[src/rtl/store_rmw_ctrl.sv]
// store_rmw_ctrl: turns core store requests into memory writes. Full-word
// stores are written directly; byte and halfword stores read the aligned
// word, merge the new bytes into the proper lanes and write the word back.
module store_rmw_ctrl #(
  parameter int unsigned READ_LAT = 1
) (
  input  logic        clk,
  input  logic        reset_n,
  input  logic        req_valid,
  output logic        req_ready,
  input  logic [31:0] req_addr,
  input  logic [31:0] req_data,
  input  logic [1:0]  req_size,
  output logic [31:0] mem_addr,
  output logic        mem_rd,
  input  logic [31:0] mem_rdata,
  output logic        mem_wr,
  output logic [31:0] mem_wdata,
  output logic        done,
  output logic        err,
  output logic        busy
);

  typedef enum logic [2:0] {IDLE, READ, WAIT, WRITE, ERR} state_t;

  localparam logic [2:0] LAT     = 3'(READ_LAT);
  localparam logic [1:0] SZ_WORD = 2'b00;
  localparam logic [1:0] SZ_HALF = 2'b01;
  localparam logic [1:0] SZ_BYTE = 2'b10;
  localparam logic [1:0] SZ_ILL  = 2'b11;

  state_t      state_q, state_d;
  logic [31:0] addr_q, addr_d;
  logic [31:0] data_q, data_d;
  logic [31:0] rword_q, rword_d;
  logic [1:0]  size_q, size_d;
  logic [2:0]  cnt_q, cnt_d;

  logic        reqIllegal;
  logic [31:0] alignedAddr;
  logic [31:0] mergedData;

  // Misaligned or undefined-size requests are rejected instead of written.
  assign reqIllegal = (req_size == SZ_ILL) ||
                      ((req_size == SZ_HALF) && req_addr[0]) ||
                      ((req_size == SZ_WORD) && (req_addr[1:0] != 2'b00));

  assign alignedAddr = {addr_q[31:2], 2'b00};

  // Lane merge: drop the latched store bytes into the captured memory word.
  always_comb begin
    mergedData = data_q;
    case (size_q)
      SZ_HALF: begin
        if (addr_q[1]) mergedData = {data_q[15:0], rword_q[15:0]};
        else           mergedData = {rword_q[31:16], data_q[15:0]};
      end
      SZ_BYTE: begin
        case (addr_q[1:0])
          2'b00:   mergedData = {rword_q[31:8], data_q[7:0]};
          2'b01:   mergedData = {rword_q[31:16], data_q[7:0], rword_q[7:0]};
          2'b10:   mergedData = {rword_q[31:24], data_q[7:0], rword_q[15:0]};
          default: mergedData = {data_q[7:0], rword_q[23:0]};
        endcase
      end
      default: mergedData = data_q;
    endcase
  end

  // Next-state and output decode; outputs idle low unless a state drives them.
  always_comb begin
    state_d   = state_q;
    addr_d    = addr_q;
    data_d    = data_q;
    size_d    = size_q;
    rword_d   = rword_q;
    cnt_d     = cnt_q;
    req_ready = 1'b0;
    mem_addr  = 32'd0;
    mem_rd    = 1'b0;
    mem_wr    = 1'b0;
    mem_wdata = 32'd0;
    done      = 1'b0;
    err       = 1'b0;
    busy      = (state_q != IDLE);
    case (state_q)
      IDLE: begin
        req_ready = 1'b1;
        if (req_valid) begin
          addr_d = req_addr;
          data_d = req_data;
          size_d = req_size;
          if (reqIllegal)              state_d = ERR;
          else if (req_size == SZ_WORD) state_d = WRITE;
          else                          state_d = READ;
        end
      end
      READ: begin
        mem_rd   = 1'b1;
        mem_addr = alignedAddr;
        cnt_d    = LAT;
        state_d  = WAIT;
      end
      WAIT: begin
        mem_addr = alignedAddr;
        cnt_d    = cnt_q - 3'd1;
        if (cnt_q == 3'd1) begin
          rword_d = mem_rdata;
          state_d = WRITE;
        end
      end
      WRITE: begin
        mem_wr    = 1'b1;
        mem_addr  = alignedAddr;
        mem_wdata = mergedData;
        done      = 1'b1;
        state_d   = IDLE;
      end
      ERR: begin
        err     = 1'b1;
        state_d = IDLE;
      end
      default: state_d = IDLE;
    endcase
  end

  // State and transaction registers; reset aborts any transaction in flight.
  always_ff @(posedge clk or negedge reset_n) begin
    if (!reset_n) begin
      state_q <= IDLE;
      addr_q  <= 32'd0;
      data_q  <= 32'd0;
      size_q  <= 2'b00;
      rword_q <= 32'd0;
      cnt_q   <= 3'd0;
    end else begin
      state_q <= state_d;
      addr_q  <= addr_d;
      data_q  <= data_d;
      size_q  <= size_d;
      rword_q <= rword_d;
      cnt_q   <= cnt_d;
    end
  end

endmodule
[config.mk]
export PLATFORM = sky130hd
export DESIGN_NAME = store_rmw_ctrl
export DESIGN_NICKNAME = d
export VERILOG_FILES = /design/src/rtl/store_rmw_ctrl.sv
export SDC_FILE = /design/constraint.sdc
export NUM_CORES = 1
export LEC_CHECK = 0
export BUFFER_PORTS_ARGS = -buffer_cell sky130_fd_sc_hd__buf_4
export CORE_UTILIZATION = 40
export DETAILED_ROUTE_END_ITERATION = 10
export PLACE_DENSITY = 0.65
export SYNTH_ARGS = -nofsm -noshare
export SYNTH_HDL_FRONTEND = slang
export SYNTH_SLANG_ARGS = --single-unit
[constraint.sdc]
create_clock -name clk -period 2.3 [get_ports clk]
set_clock_uncertainty 0.15 [all_clocks]
set_input_delay 0.46 -clock clk [delete_from_list [all_inputs] [get_ports clk]]
set_output_delay 0.46 -clock clk [all_outputs]
set_load 0.005 [all_outputs]
==> run summary <==
layout cells sized above 1 -> 59.5%
Synth area leader -> dfrtp_1
Ys Warns -> 0
drt drc -> 0
Tot Pwr -> 11500 uW
dpl ws -> -0.0155 ns
Post-Syn Area -> 5320 um^2
Final ANT Viol Nets -> 0
global-route wire length before repair -> 23300 um
Worst Hold Class -> input pin to register
fin. max-slew vios -> 0
crit path kind -> register to primary output
crit start category -> register
vias in the first global route -> 4411
DR vias -> 4230
Switching Share -> 37.0%
total die area -> 13800 um^2
largest net degree at the start of global routing -> 40
Yosys top cell area share -> 48.9%
Multi-input gate area -> 2820 um^2
First-pass DRT Iterations -> 5
Hold Vio Cnt, Final -> 0
Placer Congestion -> 0.822
CP max stage delay -> 0.41 ns
FF+latch area -> 2610 um^2
WHS Path Cells -> 2
CORE AREA -> 12800 um^2
top_reg_cell synth -> dfrtp_1
drt wl/cell -> 18.0 um
port buffer count -> 168
# nets final -> 734
gr usage total -> 21.9%
chip width -> 117 um
outcome -> finished with violations
# fillers -> 1068
P&R area growth vs syn -> 43.6%
global route overflow -> 0
most common cell in the netlist -> mux2_2
Leakage -> 0.00343 uW
htree depth -> 3
vias per std cell -> 5.25
post-synthesis sequential area ratio -> 48.9%
synth unique cells -> 39
Post-synth top cells -> 112 x mux2_2, 104 x dfrtp_1, 31 x and2_1
CTS sink count -> 104
Top Ports -> 171
TNS Setup -> -6.86 ns
CP Max Fanout -> 5
Detail Placement HPWL -> 10300 um
min Tclk post-route -> 2.59 ns
maximum vdd drop -> 0.000709 V
starting DRC count in detailed routing -> 236
Clock power frac -> 12.3%
most used cell, CP -> buf_6
Comb pwr share -> 57.4%
fmax -> 386 MHz
Clock Tree Root -> clkbuf_16
max_cap viols -> 0
row cnt -> 41
Mapped Cells -> 445
net load switching power -> 4260 uW
Final Cycle Share -> 113%
final setup violation count -> 32
Die Ht -> 117 um
Final Worst Setup Slack -> -0.289 ns
Power Dens Cells -> 1500 nW/um^2
failing checks -> negative setup slack
antenna violations before repair -> 0
Post-Syn Area per Cell -> 12.0 um^2
Crit-path slowest cell -> dfrtp_1
P_int -> 7250 uW
worst r2r path cells -> 5
number of CTS-inserted buffers -> 9
Async SR Flop Fraction -> 100%
RSZ-0062 raised after global routing -> true
Max clock buf depth -> 2
Worst-Margin Slew -> 0.511 ns
CP required -> 1.69 ns
worst skew pair latency -> 0.34 ns
Seq cells post-synth -> 104
Hold WS -> 0.177 ns
Final Util -> 59.8%
relative slew slack -> 66.0%
drt total wl -> 14500 um
crit-path cells -> buf_6, ha_4, buf_6, a22o_4, a221oi_2, nor3_1, buf_4
clock slew at reported path FFs -> 0.07 ns
TritonCTS clock tree -> done
CP arrival -> 1.98 ns
Initial Util -> 41.7%
sequential power share -> 30.3%
ANT cells -> 0
Synth area leaders -> dfrtp_1 49%, mux2_2 24%, and2_1 3.6%
Crit. End Element -> primary output
Post-synth EDFFs -> 0
==> power by group through the flow <==
stage               clock network (uW)  registers [uW]  logic, uW
floorplan                            0            3200       3600
global placement                     0            3420       5180
detailed placement                   0            3470       5290
CTS                               1450            3460       6080
global route                      1530            3620       7100
finish                            1410            3490       6610
==> layout make-up <==
class,count,share of cell area (%)
sequential,104,34.1
timing repair buffer,205,22.3
multi-input combinational,299,36.8
clock inverter,4,0.262
inverter,10,0.491
clock buffer,12,3.22
tap,172,2.82
==> critical path, delay by kind of cell (launching register included) <==
kind                       cells  cell delay, ns
adders and majority gates      1            0.18
AOI/OAI and AO/OA              2            0.56
and+or+nand+nor                1            0.08
DFF                            1            0.41
buffers and inverters          3            0.40
==> sequential cells by signal, summed over array words and instances (netlist names) <==
register	flops
addr_q	32
cnt_q	3
state_q	3
data_q	32
rword_q	32
size_q	2
==> final timing paths <==
check	startpoint	slack (ns)	end
worst max-delay path	size_q[0]$_DFFE_PN0P_	-0.29	mem_wdata[22]
worst min-delay path	mem_rdata[27]	0.18	rword_q[27]$_DFFE_PN0P_
worst max register to register	state_q[2]$_DFFE_PN0P_	0.34	data_q[22]$_DFFE_PN0P_
worst min register to register	addr_q[30]$_DFFE_PN0P_	0.35	addr_q[30]$_DFFE_PN0P_
max in group asynchronous	reset_n	0.92	data_q[3]$_DFFE_PN0P_
min in group asynchronous	reset_n	0.47	rword_q[4]$_DFFE_PN0P_
==> layer usage <==
| layer | up-vias | wire [um] | GRT usage [%] |
|---|---|---|---|
| met2 | 158 | 6860 | 34.7 |
| met4 | 0 | 407 | 10.9 |
| met1 | 2092 | 6260 | 27.5 |
| li1 | 1959 | - | - |
| met5 | - | 0 | 0 |
| met3 | 21 | 1010 | 5.89 |
==> through the flow <==
step | std cells | instance area [um^2]
after global placement | 777 | 6830
after detailed placement | 777 | 6830
final | 806 | 7640
after floorplan | 446 | 5330
after global routing | 806 | 7640
after CTS | 804 | 7440
==> cell families (layout without fill, tap and decap cells) <==
family	after synthesis	count (layout)	synth area share (%)
mux	117	117	25.0
flops	104	104	48.9
other cells	1	2	0.0705
simple gates	120	120	12.6
buf+inv	43	231	4.82
compound gates	56	56	7.66
fa+ha+maj	4	4	0.940
==> layout by cell type (no fill, tap or decap), types with 2 or more instances in the layout <==
cell type	n
a22oi_1	2
inv_1	7
nand2_1	16
o21ai_2	5
buf_6	7
mux2_1	2
clkbuf_1	2
ha_1	2
a21oi_1	3
a21oi_2	2
and2_1	31
buf_12	8
o21ai_1	5
mux2_2	104
buf_4	186
nor2_1	3
nand3_1	7
dfrtp_1	101
a21o_1	2
a221oi_4	8
a221oi_2	8
mux2_4	11
ha_4	2
clkbuf_16	9
clkinv_2	4
conb_1	2
inv_2	3
nor2b_1	25
o21ai_0	5
nor3_1	24
nor3b_1	2
dfrtp_2	3
a222oi_1	7
buf_8	2
==> repair_timing <==
item	in CTS	in global routing
gates cloned	1	0
hold buffers	1	0
setup endpoints to repair	33	62
gates resized for setup	60	35
setup buffers	9	4
pin swaps	37	16
endpoints found under the hold margin	35	0
(Power assumes the default switching activity.)
